$ cat config.mk
export PLATFORM = sky130hd
export DESIGN_NAME = multi_hit_stretch_flat
export DESIGN_NICKNAME = d
export VERILOG_FILES = /design/src/rtl/multi_hit_stretch_if.sv /design/src/rtl/multi_hit_stretch.sv /design/src/flat_wrapper.sv
export SDC_FILE = /design/constraint.sdc
export NUM_CORES = 1
export LEC_CHECK = 0
export CORE_MARGIN = 5
export CORE_UTILIZATION = 40
export CTS_CLUSTER_DIAMETER = 50
export DETAILED_ROUTE_END_ITERATION = 12
export GPL_TIMING_DRIVEN = 0
export PLACE_DENSITY_LB_ADDON = 0.25
export SYNTH_ARGS = -nofsm -noshare
export SYNTH_HDL_FRONTEND = slang
export SYNTH_SLANG_ARGS = --single-unit
$ cat constraint.sdc
create_clock -name clk -period 3.2 [get_ports clk]
set_clock_uncertainty 0.2 [all_clocks]
set_input_delay 0.8 -clock clk [delete_from_list [all_inputs] [get_ports clk]]
set_output_delay 0.8 -clock clk [all_outputs]
set_load 0.1 [all_outputs]
$ cat src/rtl/multi_hit_stretch_if.sv
// multi_hit_stretch_if: hit/clear inputs and stretched-hit outputs of the stretcher.
// master = front end + readout side, slave = multi_hit_stretch.
interface multi_hit_stretch_if #(
    parameter int CH    = 8,
    parameter int CNT_W = 8
);
    logic [CH-1:0]       hit;
    logic [CH-1:0]       clr;
    logic                cnt_clr;
    logic [CH-1:0]       stretch_hit;
    logic [CH-1:0]       stretch_rise;
    logic [CH*CNT_W-1:0] miss_cnt;
    logic                busy;
    logic [CH-1:0]       timeout;

    modport master (
        output hit, clr, cnt_clr,
        input  stretch_hit, stretch_rise, miss_cnt, busy, timeout
    );

    modport slave (
        input  hit, clr, cnt_clr,
        output stretch_hit, stretch_rise, miss_cnt, busy, timeout
    );
endinterface

$ cat src/rtl/multi_hit_stretch.sv
// multi_hit_stretch: N-channel hit stretcher with min width, dead time, miss counters.
// Ports: clk, rst_n (async low), bus (slave): hit/clr/cnt_clr in;
//   stretch_hit/stretch_rise/miss_cnt/busy/timeout out. Macro STRETCH_TIMEOUT_EN
//   enables auto-release of HOLD after TIMEOUT cycles.
module multi_hit_stretch #(
    parameter int CH          = 8,
    parameter int SYNC_STAGES = 2,
    parameter int MIN_WIDTH   = 4,
    parameter int DEAD_CYCLES = 2,
    parameter int CNT_W       = 8,
    parameter int TIMEOUT     = 255
) (
    input logic                clk,
    input logic                rst_n,
    multi_hit_stretch_if.slave bus
);
    // Width counter saturates at the larger of the two limits it is compared to.
    localparam int TO_EFF = (TIMEOUT < MIN_WIDTH) ? MIN_WIDTH : TIMEOUT;
    localparam int WW     = $clog2(TO_EFF + 1);
    localparam int DW     = (DEAD_CYCLES > 1) ? $clog2(DEAD_CYCLES) : 1;
    localparam int DLAST  = (DEAD_CYCLES > 0) ? DEAD_CYCLES - 1 : 0;

    localparam logic [WW-1:0]    MIN_W   = WW'(MIN_WIDTH);
    localparam logic [WW-1:0]    W_MAX   = WW'(TO_EFF);
    localparam logic [DW-1:0]    D_LAST  = DW'(DLAST);
    localparam logic [CNT_W-1:0] CNT_MAX = '1;

    typedef enum logic [1:0] {
        IDLE,
        HOLD,
        DEAD
    } state_t;

    logic [CH-1:0]    sync_q [SYNC_STAGES];
    logic [CH-1:0]    sync_dly;
    logic [CH-1:0]    rise_q;

    state_t           state_q [CH];
    state_t           state_d [CH];
    logic [WW-1:0]    width_q [CH];
    logic [WW-1:0]    width_d [CH];
    logic [DW-1:0]    dcnt_q  [CH];
    logic [DW-1:0]    dcnt_d  [CH];
    logic [CNT_W-1:0] cnt_q   [CH];
    logic [CNT_W-1:0] cnt_d   [CH];

    logic [CH-1:0]    pend_q, pend_d;
    logic [CH-1:0]    sh_q, sh_d;
    logic [CH-1:0]    sr_q, sr_d;
    logic [CH-1:0]    miss;
    logic [CH-1:0]    rel;
`ifdef STRETCH_TIMEOUT_EN
    logic [CH-1:0]    to_q, to_d;
`endif

    // Synchroniser, then a delayed copy; the edge itself is registered.
    always_ff @(posedge clk or negedge rst_n) begin
        if (!rst_n) begin
            for (int s = 0; s < SYNC_STAGES; s++) sync_q[s] <= '0;
            sync_dly <= '0;
            rise_q   <= '0;
        end else begin
            sync_q[0] <= bus.hit;
            for (int s = 1; s < SYNC_STAGES; s++) sync_q[s] <= sync_q[s-1];
            sync_dly <= sync_q[SYNC_STAGES-1];
            rise_q   <= sync_q[SYNC_STAGES-1] & ~sync_dly;
        end
    end

    always_ff @(posedge clk or negedge rst_n) begin
        if (!rst_n) begin
            for (int i = 0; i < CH; i++) begin
                state_q[i] <= IDLE;
                width_q[i] <= '0;
                dcnt_q[i]  <= '0;
                cnt_q[i]   <= '0;
            end
            pend_q <= '0;
            sh_q   <= '0;
            sr_q   <= '0;
`ifdef STRETCH_TIMEOUT_EN
            to_q   <= '0;
`endif
        end else begin
            for (int i = 0; i < CH; i++) begin
                state_q[i] <= state_d[i];
                width_q[i] <= width_d[i];
                dcnt_q[i]  <= dcnt_d[i];
                cnt_q[i]   <= cnt_d[i];
            end
            pend_q <= pend_d;
            sh_q   <= sh_d;
            sr_q   <= sr_d;
`ifdef STRETCH_TIMEOUT_EN
            to_q   <= to_d;
`endif
        end
    end

    always_comb begin
        pend_d = pend_q;
        sh_d   = '0;
        sr_d   = '0;
        miss   = '0;
        rel    = '0;
`ifdef STRETCH_TIMEOUT_EN
        to_d   = '0;
`endif
        for (int i = 0; i < CH; i++) begin
            state_d[i] = state_q[i];
            width_d[i] = width_q[i];
            dcnt_d[i]  = dcnt_q[i];
            cnt_d[i]   = cnt_q[i];

            unique case (state_q[i])
                IDLE: begin
                    if (rise_q[i]) begin
                        state_d[i] = HOLD;
                        width_d[i] = WW'(1);
                        pend_d[i]  = 1'b0;
                        sr_d[i]    = 1'b1;
                    end
                end
                HOLD: begin
                    miss[i] = rise_q[i];
                    if (width_q[i] != W_MAX) width_d[i] = width_q[i] + 1'b1;
                    // A clr seen before MIN_WIDTH is remembered until release.
                    if ((pend_q[i] | bus.clr[i]) && (width_q[i] >= MIN_W)) begin
                        rel[i] = 1'b1;
                    end else begin
                        pend_d[i] = pend_q[i] | bus.clr[i];
                    end
`ifdef STRETCH_TIMEOUT_EN
                    if (!rel[i] && (width_q[i] >= W_MAX)) begin
                        rel[i]  = 1'b1;
                        to_d[i] = 1'b1;
                    end
`endif
                    if (rel[i]) begin
                        pend_d[i]  = 1'b0;
                        dcnt_d[i]  = '0;
                        state_d[i] = (DEAD_CYCLES == 0) ? IDLE : DEAD;
                    end
                end
                DEAD: begin
                    miss[i] = rise_q[i];
                    if (dcnt_q[i] == D_LAST) begin
                        state_d[i] = IDLE;
                    end else begin
                        dcnt_d[i] = dcnt_q[i] + 1'b1;
                    end
                end
                default: state_d[i] = IDLE;
            endcase

            sh_d[i] = (state_d[i] == HOLD);

            if (bus.cnt_clr) begin
                cnt_d[i] = '0;
            end else if (miss[i] && (cnt_q[i] != CNT_MAX)) begin
                cnt_d[i] = cnt_q[i] + 1'b1;
            end
        end
    end

    for (genvar g = 0; g < CH; g++) begin : g_cnt
        assign bus.miss_cnt[g*CNT_W +: CNT_W] = cnt_q[g];
    end

    assign bus.stretch_hit  = sh_q;
    assign bus.stretch_rise = sr_q;
    assign bus.busy         = |sh_q;
`ifdef STRETCH_TIMEOUT_EN
    assign bus.timeout      = to_q;
`else
    assign bus.timeout      = '0;
`endif
endmodule
$ cat src/flat_wrapper.sv
// flat-port wrapper written by rule: the top's interface ports become plain ports
module multi_hit_stretch_flat 
#(
    parameter int CH          = 8,
    parameter int SYNC_STAGES = 2,
    parameter int MIN_WIDTH   = 4,
    parameter int DEAD_CYCLES = 2,
    parameter int CNT_W       = 8,
    parameter int TIMEOUT     = 255
)
  (clk, rst_n, bus_hit, bus_clr, bus_cnt_clr, bus_stretch_hit, bus_stretch_rise, bus_miss_cnt, bus_busy, bus_timeout);
  multi_hit_stretch_if #(.CH(CH), .CNT_W(CNT_W)) bus_i ();
  input logic clk;
  input logic rst_n;
  input wire logic [$bits(bus_i.hit)-1:0] bus_hit;
  input wire logic [$bits(bus_i.clr)-1:0] bus_clr;
  input wire logic [$bits(bus_i.cnt_clr)-1:0] bus_cnt_clr;
  output wire logic [$bits(bus_i.stretch_hit)-1:0] bus_stretch_hit;
  output wire logic [$bits(bus_i.stretch_rise)-1:0] bus_stretch_rise;
  output wire logic [$bits(bus_i.miss_cnt)-1:0] bus_miss_cnt;
  output wire logic [$bits(bus_i.busy)-1:0] bus_busy;
  output wire logic [$bits(bus_i.timeout)-1:0] bus_timeout;
  assign bus_i.hit = bus_hit;
  assign bus_i.clr = bus_clr;
  assign bus_i.cnt_clr = bus_cnt_clr;
  assign bus_stretch_hit = bus_i.stretch_hit;
  assign bus_stretch_rise = bus_i.stretch_rise;
  assign bus_miss_cnt = bus_i.miss_cnt;
  assign bus_busy = bus_i.busy;
  assign bus_timeout = bus_i.timeout;
  multi_hit_stretch #(.CH(CH), .SYNC_STAGES(SYNC_STAGES), .MIN_WIDTH(MIN_WIDTH), .DEAD_CYCLES(DEAD_CYCLES), .CNT_W(CNT_W), .TIMEOUT(TIMEOUT)) u_core (.clk(clk), .rst_n(rst_n), .bus(bus_i));
endmodule
# ---- Word level (Yosys, flattened, before mapping)
# Cells that the tools add are included.
dict set report word_totals {
  register_bits 208
  inputBits 19
  out_inout_bits 89
  elab_cells 409
}
dict set report op_classes {
  addsub 24
  order_cmp 8
  eq_ne 72
  mux 168
  n_bitwise 10
  n_reduce_logical 81
}
# operator n
set op_table {}
lappend op_table {{8-bit 2-to-1 mux} 32}
lappend op_table {{8-bit by 1-bit adder with 8-bit output, second input constant} 16}
lappend op_table {{8-bit != test, second input constant} 16}
lappend op_table {{8-bit one-hot mux with 2 select lines} 8}
lappend op_table {{1-bit 2-to-1 mux} 80}
lappend op_table {{8-bit by 3-bit >= comparator with 1-bit output, second input constant} 8}
lappend op_table {{2-bit 2-to-1 mux} 24}
lappend op_table {{2-bit by 1-bit != test with 1-bit output, second input constant} 24}
lappend op_table {{2-bit one-hot mux with 3 select lines} 8}
lappend op_table {{3-bit AND reduction} 16}
lappend op_table {{2-bit nonzero test} 24}
lappend op_table {{2-bit by 1-bit equality test with 1-bit output, second input constant} 16}
lappend op_table {{1-bit one-hot mux with 2 select lines} 16}
lappend op_table {{3-bit != test, second input constant} 8}
lappend op_table {{2-bit equality test, second input constant} 8}
lappend op_table {{1-bit logical AND} 16}
lappend op_table {{2-bit logical NOT} 8}
lappend op_table {{2-bit AND reduction} 8}
lappend op_table {{2-bit OR reduction} 8}
lappend op_table {{1-bit adder, second input constant} 8}
lappend op_table {{8-bit bitwise AND} 1}
lappend op_table {{8-bit NOT} 1}
lappend op_table {{1-bit bitwise OR} 8}
lappend op_table {{8-bit OR reduction} 1}

# ---- Depth between registers and ports, before layout
# Gate-level depths: netlist of the first run.
dict set report depth {
  depth_word 7
  ltp_mapped 8
  mapped_depth_nobuf 6
}

# ---- Worst setup path before layout of the first run
# OpenSTA, ideal clock, no wires.
dict set report synth_timing {
  kind {register to output}
  start {register u_core.sh_q[1] (netlist: u_core.bus.stretch_hit[1])}
  end {output bus_busy}
  arrival_ps 1740
  required_ps 2200
  slack_ps 460
  stages_incl_launch_ff 3
  path_buffers 0
  path_cell_list {dfrtp_1 -> nor4_1 -> nand2_1}
}
dict set report synth_via {
  elab_chain_cells 1
}
# element line
set synth_rtl {}
lappend synth_rtl {{start: declaration} multi_hit_stretch.sv:48} ;# logic [CH-1:0] sh_q, sh_d;
lappend synth_rtl {{start signal: assignment} multi_hit_stretch.sv:79} ;# sh_q <= '0;
lappend synth_rtl {{start signal: assignment} multi_hit_stretch.sv:92} ;# sh_q <= sh_d;
lappend synth_rtl {{8-bit OR reduction} multi_hit_stretch.sv:172} ;# assign bus.busy = |sh_q;
lappend synth_rtl {{end: declaration} flat_wrapper.sv:21} ;# output wire logic [$bits(bus_i.busy)-1:0] bus_busy;
# Every way passes these cells.

# ---- Worst setup path in the final report of the first run
dict set report layout_timing {
  start {register u_core.cnt_q (netlist bit u_core.bus.miss_cnt[57])}
  end {output bus_miss_cnt[57]}
}
# element line
set layout_lines {}
lappend layout_lines {{start: declaration} multi_hit_stretch.sv:44} ;# logic [CNT_W-1:0] cnt_q [CH];
lappend layout_lines {{start signal: indexed assignment} multi_hit_stretch.sv:89} ;# cnt_q[i] <= cnt_d[i];
lappend layout_lines {{end: declaration} flat_wrapper.sv:20} ;# output wire logic [$bits(bus_i.miss_cnt)-1:0] bus_miss_cnt;
# No word-level cell between the ends.

==> implementation parameters, run 1 <==
Parameter                              Value

Setup path
  Required time worst endpoint ... ~2200 ps
  Family of cells with the greatest summed delay on the critical path ... buffers and inverters
  Sort of element at the start of the critical path ... flop
  Worst-case reg-to-reg path depth ... 6
  Capturing element type of the critical path ... output port
  Longest individual stage delay on the worst path ... between 1000 and 1500 ps
  Launching point of the worst reg2reg path ... u_core.state_q[1]$_DFF_PN0_
  Endpoint arrival time on the critical path ... ~2100 ps
  Worst setup endpoint ... bus_miss_cnt[57]
  Worst reg2reg endpoint ... u_core.width_q[3]$_DFFE_PN0P_
  Largest fanout on the critical path ... 4
  WP depth ... 1
  Register-to-Register Setup Slack ... a little under 800 ps
  Worst setup path startpoint ... u_core.bus.miss_cnt[57]$_DFFE_PN0P_
  Crit path max-delay cell type ... sky130_fd_sc_hd__clkdlybuf4s50_1
  Buffering stage count on the worst path with inverters included ... 1
  Setup Crit Path Kind ... reg2out
  Worst-path cell chain ... clkdlybuf4s50_1

STA
  Achievable Freq ... around 320 MHz
  Setup violators final ... 0
  Normalized max-slew margin ... 0.257
  Time the worst path needs with I/O delays and setup ... 3140 ps
  Fraction of the cycle the final worst path needs ... 0.980
  Aggregate negative setup slack ... 0 ps
  Setup repair after global routing missed its margin ... no
  Fin. Hold Viols ... 0
  Number of pins exceeding their max-slew limit in the final report ... 0
  Pin slew with the least headroom to its limit ... roughly 1100 ps
  Hold Worst Slack ... between 60 and 70 ps

Place
  Final weighted congestion in routability-driven placement ... between 0.8 and 0.9
  Half-perimeter wire length of the detailed placement result ... 17.9 mm
  Quantity of I/O buffers inserted on ports ... 99
  Cell Count Post-Placement ... approximately 1600

GRT
  Aggregate global routing overflow ... 0
  Overall fraction of global-route tracks in use ... 0.163
  Global-route wire length before repair ... between 40 and 50 mm
  Number of antenna violations at the first check in global routing ... 0
  Largest net degree at the start of global routing ... between 100 and 150
  Number of global-route vias before repair ... roughly 8400

Yosys
  Syn_area_per_cell ... 9.85 um2
  Synth warnings ... 0
  Synthesized instance count ... between 1000 and 1500
  Sequential element share of the synthesized area ... 0.478
  Post-synthesis instance area ... 10900 um2
  Synth async-reset ratio ... 1.00
  Prevailing post-synth register cell ... sky130_fd_sc_hd__dfrtp_1
  Count of distinct cell types in the synthesized netlist ... 76
  Post-synth EDFFs ... 0
  Total of flip-flops plus latches after synthesis ... between 200 and 250

Outcome
  Run status ... completed

Cells and area
  Final core utilization ... 0.500
  Syn-to-layout area delta ... 23.3%
  Fraction of final layout cells sized beyond drive strength 1 ... 0.0781
  Antenna diodes ... 0
  Most common cell after layout, fill and taps aside ... sky130_fd_sc_hd__dfrtp_1
  Layout fillers ... roughly 2500
  Nets ... about 1300
  Highest-count cells in the layout ignoring fill and taps ... sky130_fd_sc_hd__dfrtp_1 (208), sky130_fd_sc_hd__nand2_1 (78), sky130_fd_sc_hd__o21ai_0 (72)
  Final instance count without filler cells ... around 1600

Clocking
  CTS max path bufs ... 3
  Number of levels in the clock H-tree ... 1
  Number of buffers inserted during clock tree synthesis ... 30
  Post-CTS Setup Bufs ... 0
  Clock Root Buffer ... sky130_fd_sc_hd__clkbuf_16
  Number of clock sinks ... about 210
  Clock-pin slew on the worst setup and hold paths ... approximately 50 ps
  Post-cts hold buffer count ... 0
  Resized Gates After CTS ... 22
  Later-pin clock latency in the skew report ... roughly 540 ps
  TritonCTS clock tree ... done

Run
  Max-cap violations ... 0

Routing
  Residual antenna-violating net count after detailed routing ... 0
  Routed wire per std cell ... 15.8 um
  Remaining routing DRC violations ... 0
  Via density per instance ... approximately 5.5
  Routed WL ... between 20 and 30 mm
  Initial DRT Pass Iterations ... 5
  Routed vias ... 8826
  Initial detailed-routing violation count ... 730

Floorplanning
  Core Area ... between 20000 and 30000 um2
  Chip Height ... between 150 and 200 um
  Overall die width ... between 150 and 200 um
  Standard-cell row count ... 60
  # IOs ... between 100 and 150
  Die Outline Area ... 30600 um2
  Effective utilization at floorplan ... 0.405

Power
  Design Power ... 10.5 mW
  Leakage ... about 6.1 nW
  Power density over the cells ... 786 nW/um2
  Peak supply drop ... roughly 0.00035 V

Worst hold path
  Class of the most critical hold timing path ... in2async
registers in the layout (all words and copies together) (netlist names):
register / count
u_core.bus.stretch_hit: 8
u_core.sync_q: 16
u_core.bus.stretch_rise: 8
u_core.sync_dly: 8
u_core.pend_q: 8
u_core.dcnt_q: 8
u_core.width_q: 64
u_core.state_q: 16
u_core.rise_q: 8
u_core.bus.miss_cnt: 64
layout make-up:
| type | instances | area [um2] | share of cell area |
|---|---|---|---|
| multi-input combinational | 808 | 5300 | 0.395 |
| sequential | 208 | 5200 | 0.388 |
| timing repair buffer | 100 | 1040 | 0.0775 |
| clock buffer | 37 | 838 | 0.0624 |
| tap | 341 | 427 | 0.0318 |
| inverter | 58 | 218 | 0.0162 |
| clock inverter | 18 | 204 | 0.0152 |
| buffer | 39 | 190 | 0.0142 |
where the power goes:
part	internal, mW	total (mW)	switching (mW)	leakage [nW]
combinational	1.21	3.70	2.48	2.89
sequential	3.06	3.49	0.430	2.75
clock	2.11	3.36	1.24	0.515
how the worst min path moves through the flow:
stage	start	endpoint	slack, ps	cells after the start
6_report	rst_n	u_core.width_q[8]$_DFFE_PN0P_	70	1
3_3_place_gp	u_core.sync_q[11]$_DFF_PN0_	u_core.sync_q[3]$_DFF_PN0_	130	0
5_1_grt	rst_n	u_core.width_q[8]$_DFFE_PN0P_	140	1
2_1_floorplan	u_core.sync_q[8]$_DFF_PN0_	u_core.sync_q[0]$_DFF_PN0_	130	0
3_5_place_dp	u_core.sync_q[11]$_DFF_PN0_	u_core.sync_q[3]$_DFF_PN0_	140	0
4_1_cts	rst_n	u_core.width_q[8]$_DFFE_PN0P_	130	1
per-stage QoR:
stage | setup WS [ps] | instance area, um2
global route | 0.0191 | 13400
detailed placement | 211 | 12400
floorplan | 460 | 10900
global placement | -8020 | 12300
finish | 63.5 | 13400
CTS | 0.514 | 13400
Yosys cell counts (14+ instances only):
master	instances	area (um2)
sky130_fd_sc_hd__a21oi_1	59	295
sky130_fd_sc_hd__and2_1	19	119
sky130_fd_sc_hd__and3_1	14	87.6
sky130_fd_sc_hd__clkbuf_1	19	71.3
sky130_fd_sc_hd__dfrtp_1	208	5200
sky130_fd_sc_hd__ha_1	56	701
sky130_fd_sc_hd__inv_1	56	210
sky130_fd_sc_hd__mux2i_1	15	150
sky130_fd_sc_hd__nand2_1	78	293
sky130_fd_sc_hd__nand2b_1	15	93.8
sky130_fd_sc_hd__nand3_1	61	305
sky130_fd_sc_hd__nand4_1	20	125
sky130_fd_sc_hd__nor2_1	71	267
sky130_fd_sc_hd__nor2b_1	31	194
sky130_fd_sc_hd__nor3_1	18	90.1
sky130_fd_sc_hd__o21ai_0	72	360
sky130_fd_sc_hd__o31ai_1	36	270
sky130_fd_sc_hd__or4_1	29	218
sky130_fd_sc_hd__xor2_1	18	158
routing by layer:
| metal | GRT usage | up-vias | wire length, um |
|---|---|---|---|
| met2 | 0.264 | 187 | 11700 |
| met5 | 0 | - | 0 |
| met4 | 0.0370 | 0 | 494 |
| li1 | - | 4332 | - |
| met3 | 0.0353 | 38 | 1360 |
| met1 | 0.225 | 4269 | 12000 |
cell families after synthesis:
family	synth area share
AO/OA/AOI/OAI	0.175
buffers and inverters	0.0375
AND/OR/NAND/NOR	0.203
adder cells (fa/ha/maj)	0.0643
multiplexers	0.0200
XOR/XNOR	0.0217
flip-flops	0.478
other	0.000344
Power figures use the tool's default switching activity.
==> run 2: changes to the inputs <==
--- a/config.mk
+++ b/config.mk
@@ -10,7 +10,7 @@
 export CTS_CLUSTER_DIAMETER = 50
 export DETAILED_ROUTE_END_ITERATION = 12
 export GPL_TIMING_DRIVEN = 0
-export PLACE_DENSITY_LB_ADDON = 0.25
+export PLACE_DENSITY = 0.64
 export SYNTH_ARGS = -nofsm -noshare
 export SYNTH_HDL_FRONTEND = slang
 export SYNTH_SLANG_ARGS = --single-unit
==> implementation parameters, run 2 (synthesized netlist as in run 1, its figures left out) <==
Parameter                              Value

STA
  Hold Worst Slack ... -1.89 ps (-68.2 ps)
  Achievable Freq ... 320 MHz (+0.31%)
  Setup violators final ... 0 (unchanged)
  Time the worst path needs with I/O delays and setup ... 3130 ps (-9.81 ps)
  Fraction of the cycle the final worst path needs ... 0.977 (-0.00306)
  Pin slew with the least headroom to its limit ... 1110 ps (-4.51 ps)
  Aggregate negative setup slack ... 0 ps (unchanged)
  Number of pins exceeding their max-slew limit in the final report ... 0 (unchanged)
  Normalized max-slew margin ... 0.259 (+0.00190)
  Setup repair after global routing missed its margin ... no
  Setup slack after layout ... 73.3 ps (+9.81 ps)
  Fin. Hold Viols ... 1 (+1)

Setup path
  Largest fanout on the critical path ... 5 (+1)
  Required time worst endpoint ... 2200 ps (about the same)
  Sort of element at the start of the critical path ... flop
  Longest individual stage delay on the worst path ... 1210 ps (+20 ps)
  Worst-case reg-to-reg path depth ... 6 (unchanged)
  Setup Crit Path Kind ... reg2out
  Family of cells with the greatest summed delay on the critical path ... buffers and inverters
  Worst-path cell chain ... clkdlybuf4s50_1
  WP depth ... 1 (unchanged)
  Capturing element type of the critical path ... output port
  Buffering stage count on the worst path with inverters included ... 1 (unchanged)
  Crit path max-delay cell type ... sky130_fd_sc_hd__clkdlybuf4s50_1
  Endpoint arrival time on the critical path ... 2130 ps (about the same)

Power
  Internal Dissipation ... 6.79 mW (+6.2%)
  Switching part of the total power ... 0.381 (-0.0131)
  Power density over the cells ... 804 nW/um2 (+2.3%)
  Peak supply drop ... 0.000322 V (-8.6%)
  Fraction of power consumed by the clock network ... 0.346 (+0.028)
  Design Power ... 11.0 mW (+3.9%)
  Flop pwr share ... 0.318 (-0.013)
  Net switching power of the design ... 4.18 mW (+0.46%)
  Leakage ... 6.07 nW (-1.3%)
  Proportion of power drawn by combinational gates ... 0.336 (-0.014)

Clocking
  Number of buffers inserted during clock tree synthesis ... 34 (+13%)
  Later-pin clock latency in the skew report ... 490 ps (-50 ps)
  Number of clock sinks ... 208 (unchanged)
  CTS max path bufs ... 3 (unchanged)
  Number of levels in the clock H-tree ... 2 (+1)
  Clock Root Buffer ... sky130_fd_sc_hd__clkbuf_16
  Clock-pin slew on the worst setup and hold paths ... 50 ps (about the same)
  Post-cts hold buffer count ... 0 (unchanged)
  TritonCTS clock tree ... done

Worst hold path
  Class of the most critical hold timing path ... in2async

Cells and area
  Final core utilization ... 0.507 (+0.00778)
  Fraction of final layout cells sized beyond drive strength 1 ... 0.0839 (+0.00578)
  Syn-to-layout area delta ... 25.2%
  Layout fillers ... 2492 (-0.52%)
  Most common cell after layout, fill and taps aside ... sky130_fd_sc_hd__dfrtp_1
  Post-route cell area ... 13600 um2 (+1.6%)
  Antenna diodes ... 0 (unchanged)
  Final instance count without filler cells ... 1617 (+0.50%)
  Nets ... 1325 (+0.38%)
  Highest-count cells in the layout ignoring fill and taps ... sky130_fd_sc_hd__dfrtp_1 (208), sky130_fd_sc_hd__clkdlybuf4s50_1 (82), sky130_fd_sc_hd__nand2_1 (78)

GRT
  Number of antenna violations at the first check in global routing ... 0 (unchanged)
  Overall fraction of global-route tracks in use ... 0.167 (+0.00364)
  Largest net degree at the start of global routing ... 89 (-17%)
  Number of global-route vias before repair ... 8541 (+2.0%)
  Aggregate global routing overflow ... 0 (unchanged)
  Global-route wire length before repair ... 42.8 mm (+1.4%)

Routing
  Routed WL ... 25.3 mm (-0.89%)
  Initial DRT Pass Iterations ... 5 (unchanged)
  Remaining routing DRC violations ... 0 (unchanged)
  Via density per instance ... 5.42 (-1.2%)
  Residual antenna-violating net count after detailed routing ... 0 (unchanged)
  Routed vias ... 8765 (-0.69%)
  Initial detailed-routing violation count ... 456 (-38%)
  Routed wire per std cell ... 15.6 um (-1.4%)

Place
  Quantity of I/O buffers inserted on ports ... 99 (unchanged)
  Area after detailed placement ... 12400 um2 (+0.22%)
  Setup slack at placement ... 262 ps (+51.9 ps)
  Cell Count Post-Placement ... 1555 (+0.064%)
  Half-perimeter wire length of the detailed placement result ... 17.9 mm (-0.21%)
  Final weighted congestion in routability-driven placement ... 0.865 (+3.9%)

Floorplanning
  Overall die width ... 175 um (unchanged)
  Effective utilization at floorplan ... 0.405 (unchanged)
  Die Outline Area ... 30600 um2 (unchanged)
  # IOs ... 108 (unchanged)
  Core Area ... 26900 um2 (unchanged)
  Chip Height ... 175 um (unchanged)
  Standard-cell row count ... 60 (unchanged)

Outcome
  Run status ... finished with violations
  Violations in the final reports ... negative hold slack

Run
  Max-cap violations ... 0 (unchanged)
run 2: cell count changes in the layout (fill, tap and decap cells not counted), sizes merged:
cell / previous run / this run
clkbuf: 56 / 64
dlymetal6s2s: 18 / 14
clkdlybuf4s50: 58 / 82
dlygate4sd2: 22 / 2
clkinv: 13 / 12
buf: 22 / 23
run 2: cell type report:
| type | instances | area (um2) | share of cell area |
|---|---|---|---|
| Multi-Input combinational cell | 808 | 5300 | 0.389 |
| Sequential cell | 208 | 5200 | 0.382 |
| Timing Repair Buffer | 101 | 1080 | 0.0795 |
| Clock buffer | 45 | 1020 | 0.0745 |
| Tap cell | 341 | 427 | 0.0313 |
| Inverter | 58 | 218 | 0.0160 |
| Clock inverter | 17 | 193 | 0.0141 |
| Buffer | 39 | 190 | 0.0139 |
run 2: repair_timing:
action	in CTS	in global routing
setup endpoints to repair	2	14
resized for setup	2	14
setup buffers	0	0
run 2: path summary, 6_finish.rpt:
check	from	to	slack [ps]
max in group asynchronous	rst_n	u_core.width_q[56]$_DFFE_PN0P_	1660
setup reg to reg	u_core.state_q[1]$_DFF_PN0_	u_core.width_q[3]$_DFFE_PN0P_	760
min in group clk	u_core.sync_q[11]$_DFF_PN0_	u_core.sync_q[3]$_DFF_PN0_	140
setup / recovery	u_core.bus.miss_cnt[1]$_DFFE_PN0P_	bus_miss_cnt[1]	70
hold / removal	rst_n	u_core.width_q[9]$_DFFE_PN0P_	-2
hold reg to reg	u_core.sync_q[11]$_DFF_PN0_	u_core.sync_q[3]$_DFF_PN0_	140
run 2: layer usage:
metal  track usage  wire (um)
met3        0.0424       1300
met4        0.0412        425
met5             0          0
met2         0.268      11700
met1         0.226      11900
run 2: power by group through the flow:
stage,clock network (mW),registers (mW),logic (mW)
finish,3.79,3.49,3.68
global route,4.02,3.57,4.11
CTS,3.90,3.50,3.71
detailed placement,0,3.53,3.70
global placement,0,3.53,3.63
floorplan,0,4.07,2.20
